**src/rtl/alu_main_control.sv**
```systemverilog
// alu_main_control: multi-cycle MIPS-style main control FSM.
// Sequences FETCH -> DECODE -> per-class execute states and back to FETCH,
// producing datapath select/strobe controls. Memory accesses wait on
// mem_ready. Optional feature: define MAIN_CTRL_JAL_EN to add the JAL
// state (opcode 0x03); without it 0x03 is reported as an illegal opcode.
module alu_main_control (
    input  logic       clk,
    input  logic       rstb,
    input  logic [5:0] op_code,
    input  logic [5:0] funct,
    input  logic       mem_ready,
    output logic       ir_write,
    output logic       pc_write,
    output logic       branch_eq,
    output logic       branch_ne,
    output logic       iord,
    output logic       mem_write,
    output logic       reg_write,
    output logic [1:0] reg_dst,
    output logic [1:0] mem_to_reg,
    output logic       alu_src_a,
    output logic [1:0] alu_src_b,
    output logic [1:0] pc_src,
    output logic [1:0] alu_op,
    output logic       illegal_op,
    output logic [3:0] state
);

    typedef enum logic [3:0] {
        S_FETCH    = 4'd0,
        S_DECODE   = 4'd1,
        S_MEMADR   = 4'd2,
        S_MEMREAD  = 4'd3,
        S_MEMWB    = 4'd4,
        S_MEMWRITE = 4'd5,
        S_EXECUTE  = 4'd6,
        S_ALUWB    = 4'd7,
        S_BRANCH   = 4'd8,
        S_IMMEX    = 4'd9,
        S_IMMWB    = 4'd10,
        S_JUMP     = 4'd11,
        S_JR       = 4'd12,
        S_JAL      = 4'd13
    } state_t;

    localparam logic [5:0] OP_RTYPE = 6'h00;
    localparam logic [5:0] OP_J     = 6'h02;
    localparam logic [5:0] OP_JAL   = 6'h03;
    localparam logic [5:0] OP_BEQ   = 6'h04;
    localparam logic [5:0] OP_BNE   = 6'h05;
    localparam logic [5:0] OP_ADDI  = 6'h08;
    localparam logic [5:0] OP_SLTI  = 6'h0A;
    localparam logic [5:0] OP_ANDI  = 6'h0C;
    localparam logic [5:0] OP_ORI   = 6'h0D;
    localparam logic [5:0] OP_XORI  = 6'h0E;
    localparam logic [5:0] OP_MUL   = 6'h1C;
    localparam logic [5:0] OP_LW    = 6'h23;
    localparam logic [5:0] OP_SW    = 6'h2B;
    localparam logic [5:0] FN_JR    = 6'h08;

    state_t     cur_st, nxt_st;
    state_t     dec_tgt;
    logic [5:0] op_q, funct_q;

    // funct is only acted on while in DECODE; the latched copy is kept so the
    // whole instruction field stays observable, and has no further consumer.
    logic unused_funct;
    assign unused_funct = ^funct_q;

    assign state = cur_st;

    // Map the live opcode/funct to the first post-DECODE state; S_FETCH means
    // the opcode is not supported.
    function automatic state_t decode_target(input logic [5:0] op, input logic [5:0] fn);
        state_t t;
        t = S_FETCH;
        case (op)
            OP_LW, OP_SW:     t = S_MEMADR;
            OP_RTYPE:         t = (fn == FN_JR) ? S_JR : S_EXECUTE;
            OP_BEQ, OP_BNE:   t = S_BRANCH;
            OP_ADDI, OP_SLTI, OP_ANDI,
            OP_ORI, OP_XORI, OP_MUL: t = S_IMMEX;
            OP_J:             t = S_JUMP;
`ifdef MAIN_CTRL_JAL_EN
            OP_JAL:           t = S_JAL;
`endif
            default:          t = S_FETCH;
        endcase
        return t;
    endfunction

    assign dec_tgt = decode_target(op_code, funct);

    // State register, asynchronously returned to FETCH.
    always_ff @(posedge clk or negedge rstb) begin
        if (!rstb) cur_st <= S_FETCH;
        else       cur_st <= nxt_st;
    end

    // Capture the instruction fields on the DECODE cycle; later states use
    // only these copies so input changes mid-instruction are ignored.
    always_ff @(posedge clk or negedge rstb) begin
        if (!rstb) begin
            op_q    <= 6'h00;
            funct_q <= 6'h00;
        end else if (cur_st == S_DECODE) begin
            op_q    <= op_code;
            funct_q <= funct;
        end
    end

    // Next-state logic.
    always_comb begin
        nxt_st = S_FETCH;
        case (cur_st)
            S_FETCH:    nxt_st = mem_ready ? S_DECODE : S_FETCH;
            S_DECODE:   nxt_st = dec_tgt;
            S_MEMADR:   nxt_st = (op_q == OP_SW) ? S_MEMWRITE : S_MEMREAD;
            S_MEMREAD:  nxt_st = mem_ready ? S_MEMWB : S_MEMREAD;
            S_MEMWB:    nxt_st = S_FETCH;
            S_MEMWRITE: nxt_st = mem_ready ? S_FETCH : S_MEMWRITE;
            S_EXECUTE:  nxt_st = S_ALUWB;
            S_ALUWB:    nxt_st = S_FETCH;
            S_BRANCH:   nxt_st = S_FETCH;
            S_IMMEX:    nxt_st = S_IMMWB;
            S_IMMWB:    nxt_st = S_FETCH;
            S_JUMP:     nxt_st = S_FETCH;
            S_JR:       nxt_st = S_FETCH;
            default:    nxt_st = S_FETCH;
        endcase
    end

    // Output decode: Moore per state, except the FETCH strobes follow
    // mem_ready (and are held off while reset is asserted) and illegal_op
    // follows the live opcode in DECODE.
    always_comb begin
        ir_write   = 1'b0;
        pc_write   = 1'b0;
        branch_eq  = 1'b0;
        branch_ne  = 1'b0;
        iord       = 1'b0;
        mem_write  = 1'b0;
        reg_write  = 1'b0;
        reg_dst    = 2'b00;
        mem_to_reg = 2'b00;
        alu_src_a  = 1'b0;
        alu_src_b  = 2'b00;
        pc_src     = 2'b00;
        alu_op     = 2'b00;
        illegal_op = 1'b0;
        case (cur_st)
            S_FETCH: begin
                alu_src_b = 2'b01;
                ir_write  = mem_ready & rstb;
                pc_write  = mem_ready & rstb;
            end
            S_DECODE: begin
                alu_src_b  = 2'b11;
                illegal_op = (dec_tgt == S_FETCH);
            end
            S_MEMADR: begin
                alu_src_a = 1'b1;
                alu_src_b = 2'b10;
            end
            S_MEMREAD: iord = 1'b1;
            S_MEMWB: begin
                mem_to_reg = 2'b01;
                reg_write  = 1'b1;
            end
            S_MEMWRITE: begin
                iord      = 1'b1;
                mem_write = 1'b1;
            end
            S_EXECUTE: begin
                alu_src_a = 1'b1;
                alu_op    = 2'b10;
            end
            S_ALUWB: begin
                reg_dst   = 2'b01;
                reg_write = 1'b1;
            end
            S_BRANCH: begin
                alu_src_a = 1'b1;
                alu_op    = 2'b01;
                pc_src    = 2'b01;
                branch_eq = (op_q == OP_BEQ);
                branch_ne = (op_q == OP_BNE);
            end
            S_IMMEX: begin
                alu_src_a = 1'b1;
                alu_src_b = 2'b10;
                alu_op    = 2'b11;
            end
            S_IMMWB: reg_write = 1'b1;
            S_JUMP: begin
                pc_src   = 2'b10;
                pc_write = 1'b1;
            end
            S_JR: begin
                pc_src   = 2'b11;
                pc_write = 1'b1;
            end
`ifdef MAIN_CTRL_JAL_EN
            S_JAL: begin
                pc_src     = 2'b10;
                pc_write   = 1'b1;
                reg_dst    = 2'b10;
                mem_to_reg = 2'b10;
                reg_write  = 1'b1;
            end
`endif
            default: ;
        endcase
    end

endmodule

```
**config.mk**
```make
export PLATFORM = sky130hd
export DESIGN_NAME = alu_main_control
export DESIGN_NICKNAME = d
export VERILOG_FILES = /design/src/rtl/alu_main_control.sv
export SDC_FILE = /design/constraint.sdc
export NUM_CORES = 1
export LEC_CHECK = 0
export BUFFER_PORTS_ARGS = -buffer_cell sky130_fd_sc_hd__clkbuf_2
export CAP_MARGIN = 20
export CORE_MARGIN = 8
export CORE_UTILIZATION = 25
export DETAILED_ROUTE_END_ITERATION = 8
export MAX_ROUTING_LAYER = met4
export PLACE_DENSITY = 0.44
export SLEW_MARGIN = 20
export SYNTH_ARGS = -nofsm -noshare
export SYNTH_HDL_FRONTEND = slang
export SYNTH_SLANG_ARGS = --single-unit
export TNS_END_PERCENT = 5
```
**constraint.sdc**
```tcl
create_clock -name clk -period 2.57 [get_ports clk]
set_input_delay 0 -clock clk [delete_from_list [all_inputs] [get_ports clk]]
set_output_delay 0 -clock clk [all_outputs]
set_load 0.005 [all_outputs]
```
== After elaboration in Yosys (flattened, before gate mapping) ==
Cells that the tools add are included.
Operators by class
  add/subtract/negate cells: 0
  $mul: 0
  div/mod/pow operators: 0
  order comparisons: 0
  equal/unequal tests: 27
  shift-type cells: 0
  muxes and demuxes: 21
  bitwise operators: 1
  reduce and logical (&&, ||, !) cells: 11
Operators by type and width (count)
  6-bit by 4-bit equality test with 1-bit output (second input constant): 6
  4-bit one-hot mux with 7 select lines: 1
  6-bit by 3-bit equality test with 1-bit output (second input constant): 4
  4-bit equality test (second input constant): 5
  4-bit one-hot mux with 5 select lines: 1
  6-bit equality test (second input constant): 3
  2-bit one-hot mux with 3 select lines: 3
  4-bit by 3-bit equality test with 1-bit output (second input constant): 4
  1-bit two-way mux: 11
  2-bit OR reduction: 5
  3-bit two-way mux: 3
  4-bit by 2-bit equality test with 1-bit output (second input constant): 2
  4-bit logical NOT: 2
  6-bit by 2-bit equality test with 1-bit output (second input constant): 1
  6-bit by 5-bit equality test with 1-bit output (second input constant): 1
  6-bit logical NOT: 1
  6-bit OR reduction: 1
  4-bit by 1-bit equality test with 1-bit output (second input constant): 1
  4-bit two-way mux: 1
  4-bit OR reduction: 1
  3-bit OR reduction: 1
  1-bit one-hot mux with 2 select lines: 1
  1-bit bitwise AND: 1
Storage, ports and cells
  register bits after elaboration: 10
  latch bits: 0
  memory bits (writable): 0
  bits in read-only memories: 0
  input port bits: 15
  logic and storage cells: 62
  memories kept: 0

== Depth between registers and ports, before layout ==
  depth after elaboration: 5
  depth in mapped cells: 6
  depth with buffers taken out: 4

== Worst setup path after synthesis ==
No wires, ideal clock.
  kind: flip-flop to flip-flop
  start: register cur_st[0] (netlist: state[0])
  end: register op_q[1]
  setup time: 125 ps
  arrival: 1303 ps
  path slack: 1142 ps
  stages on the path, launching flop included: 6
  path buffers: 2
  clock period less this slack: 1428 ps
  path through: dfrtp_1 buf_4 nand2b_1 buf_2 nor3_4 mux2_2
Between the ends
  longest elaborated chain between the ends: 1
Ends and longest elaborated chain
  start: declaration: RTL line 61  | state_t cur_st, nxt_st;
  start signal: assignment: RTL line 97  | else cur_st <= nxt_st;
  4-bit by 1-bit equality test with 1-bit output: RTL line 106  | end else if (cur_st == S_DECODE) begin
  end signal: assignment: RTL line 107  | op_q <= op_code;
  end: declaration: RTL line 63  | logic [5:0] op_q, funct_q;
Every way passes these cells.
A chain may end at the register's enable or synchronous reset.

== Final worst setup path ==
  start: register cur_st[0] (netlist: state[0])
  end: output illegal_op
Between the ends
  longest elaborated chain between the ends: 2
Ends and longest elaborated chain
  4-bit by 1-bit equality test with 1-bit output: RTL line 151  | case (cur_st)
  1-bit two-way mux: RTL line 151
  end: declaration: RTL line 25  | output logic illegal_op,
Every way passes these cells.

==> metrics.txt <==
status=finished, final reports clean; Final Max Tran Viols=0; R2R setup slack=0.89 ns; Clock Tree Buf Depth=2; RSZ-0062 raised after global routing=false; Core Footprint=0.00334 mm2; Synth cell types=39; Final Setup Violations=0; clock sink count=10; HP Start=op_code[0]; crit path from=state[0]; GRT met2 Usage=0.155; slew margin rel.=0.584; worst r2r src=state[2]; Max Fclk=524 MHz; vias in the first global route=912; worst-case reg-to-reg path depth=4; Setup Skew=0.00496 ns; worst min-delay path class=input port to flip-flop; grt peak-use layer=met2; die height=74.7 um; die area=0.00558 mm2; worst setup path category=flip-flop to output pin; non-filler cells, final=185; I/O Pins=38; initial antenna violation count=0; leakage=0.498 nW; Crit. End Element=output pin; Initial Util=0.258; sequential element share of the synthesized area=0.290; Compound-Gate Fraction of Synth Area=0.206; Period minus WS final=1.91 ns; CTS Buf Count=3; largest net degree at the start of global routing=21; period utilization=0.742; WP data arrival=1.91 ns; Final Worst Setup Slack=0.663 ns; FP Rows=21; Least-Margin Pin Slew=0.624 ns; total placed cells including tap cells=180; Vias/cell=4.94; Detailed Route WL=2.56 mm; gr usage total=0.0952; CP required=2.57 ns; Die Width=74.7 um; minimum setup slack after placement=0.905 ns; most common cell after layout, fill and taps aside=clkbuf_2; Synth Register Bits=10; reg2reg end=state[0]; Antenna Nets Post-Route=0; post-synthesis mux area share=0.0885; ant diodes=0; GRT overflow=0; fraction of the mapped netlist area in adder cells=0; Avg Cell Area, Syn=8.21 um2; Post-Syn Instances=105; most frequent cells in the layout=clkbuf_2 (35), nor2_1 (14), dfrtp_1 (10); Root Buffer=clkbuf_4; Worst-Skew Late Latency=0.26 ns; largest family of logic cells by synthesized area=simple AND/OR/NAND/NOR gates; met3 usage=0.0200; Worst Setup Start Kind=flip-flop; CTS tree=yes; Yosys warnings=0; Post-Synth XOR/XNOR Area=0.0102; vias after detailed routing=913; Fin. Hold Viols=0; crit path max fanout=11; area grow syn2layout=28.6%; H-tree depth=1; Worst setup endpoint=illegal_op; HPWL Detailed=2.07 mm; simple-gate area share of the yosys netlist=0.315; Max Cap Viol=0; first-pass iteration count of the detailed router=4; Clk pin slew, worst setup/hold paths=0.07 ns; GPL Wtd Cong=0.814; WL/cell=13.8 um; layout cells sized above 1=0.388; Nets=155; worst vdd ir=203 uV; fill cell count=377; Power per Cell Area=989 mW/mm2; first-pass GRT wire length=4.13 mm; port bufs=35; Post-Syn Area=862 um2; DRC=0; Iteration-0 DRC Markers=53; Final TNS setup=0 ns; met1 Use GR=0.113
[report_power, final]
part | internal (mW) | total [mW] | switching (mW)
clock network | 0.0859 | 0.143 | 0.0570
registers | 0.232 | 0.326 | 0.0946
logic | 0.298 | 0.627 | 0.329
[Yosys cell counts (all sizes together)]
master	count	area (um2)
mux2	5	56.3
nor3	9	56.3
conb	1	3.75
nor2b	1	6.26
a2111oi	1	27.5
inv	6	22.5
clkbuf	1	3.75
o2bb2ai	1	8.76
and4	2	17.5
buf	8	47.5
a221o	1	10.0
a211o	1	10.0
nand2	8	30.0
nor2	14	52.6
nor3b	1	7.51
dfrtp	10	250
o21a	1	7.51
nand2b	3	18.8
or4	2	15.0
o21ai	3	15.0
nand4b	1	8.76
o32a	1	10.0
o22ai	2	12.5
a31o	1	8.76
o31ai	1	7.51
mux2i	2	20.0
nor4bb	1	10.0
or2	1	6.26
or3	2	17.5
nand3	2	10.0
xnor2	1	8.76
nand4	1	6.26
nor4b	1	8.76
a21oi	8	43.8
o41ai	1	16.3
[per-stage QoR]
step                 util  power, mW  hold slack (ns)  area, um2
CTS                 0.332       1.11           0.0323       1110
global placement    0.318      0.963           -0.110       1060
floorplan               -      0.763           -0.296        866
finish              0.332       1.10           0.0386       1110
detailed placement  0.318      0.966           -0.109       1060
global route        0.332       1.20           0.0516       1110
[cell families (layout without fill, tap and decap cells)]
family                    count (synthesis)  after routing
DFF                                      10             10
AOI/OAI and AO/OA                        22             22
xor gates and xnor gates                  1              1
and+or+nand+nor                          49             49
buffers and inverters                    15             48
muxes                                     7              7
other                                     1              2
[critical path: stages (launching register included)]
cell	delay, ns
dfrtp_1	0.53
nand2b_1	0.27
or4_1	0.55
nor3_1	0.14
clkbuf_2	0.15
[cell type report]
cell class,count,area [um2],share of cell area
Inverter,6,22.5,0.0203
Multi-Input combinational cell,81,542,0.489
Timing Repair Buffer,38,200,0.181
Tap cell,46,57.6,0.0519
Sequential cell,10,250,0.226
Clock buffer,4,36.3,0.0327
[state kept, by name (all words and copies together), names as in the netlist]
signal / cells
op_q: 6
state: 4
[routing by layer]
| layer | vias to the layer above | part of all wire |
|---|---|---|
| met5 | - | 0 |
| met4 | 0 | 0.0063 |
| met3 | 2 | 0.057 |
| met2 | 29 | 0.46 |
| met1 | 437 | 0.48 |
| li1 | 445 | - |
[how the worst min path moves through the flow]
stage | end | cells past startpoint
finish | op_q[0] | 3
global route | op_q[1] | 2
CTS | op_q[0] | 3
detailed placement | op_q[0] | 1
global placement | op_q[0] | 1
floorplan | op_q[0] | 0
[repair_timing]
item,CTS,global route
endpoints found under the hold margin,10,0
resized for setup,0,0
setup buffers,0,0
hold buffers,1,0
Power figures use the tool's default switching activity.
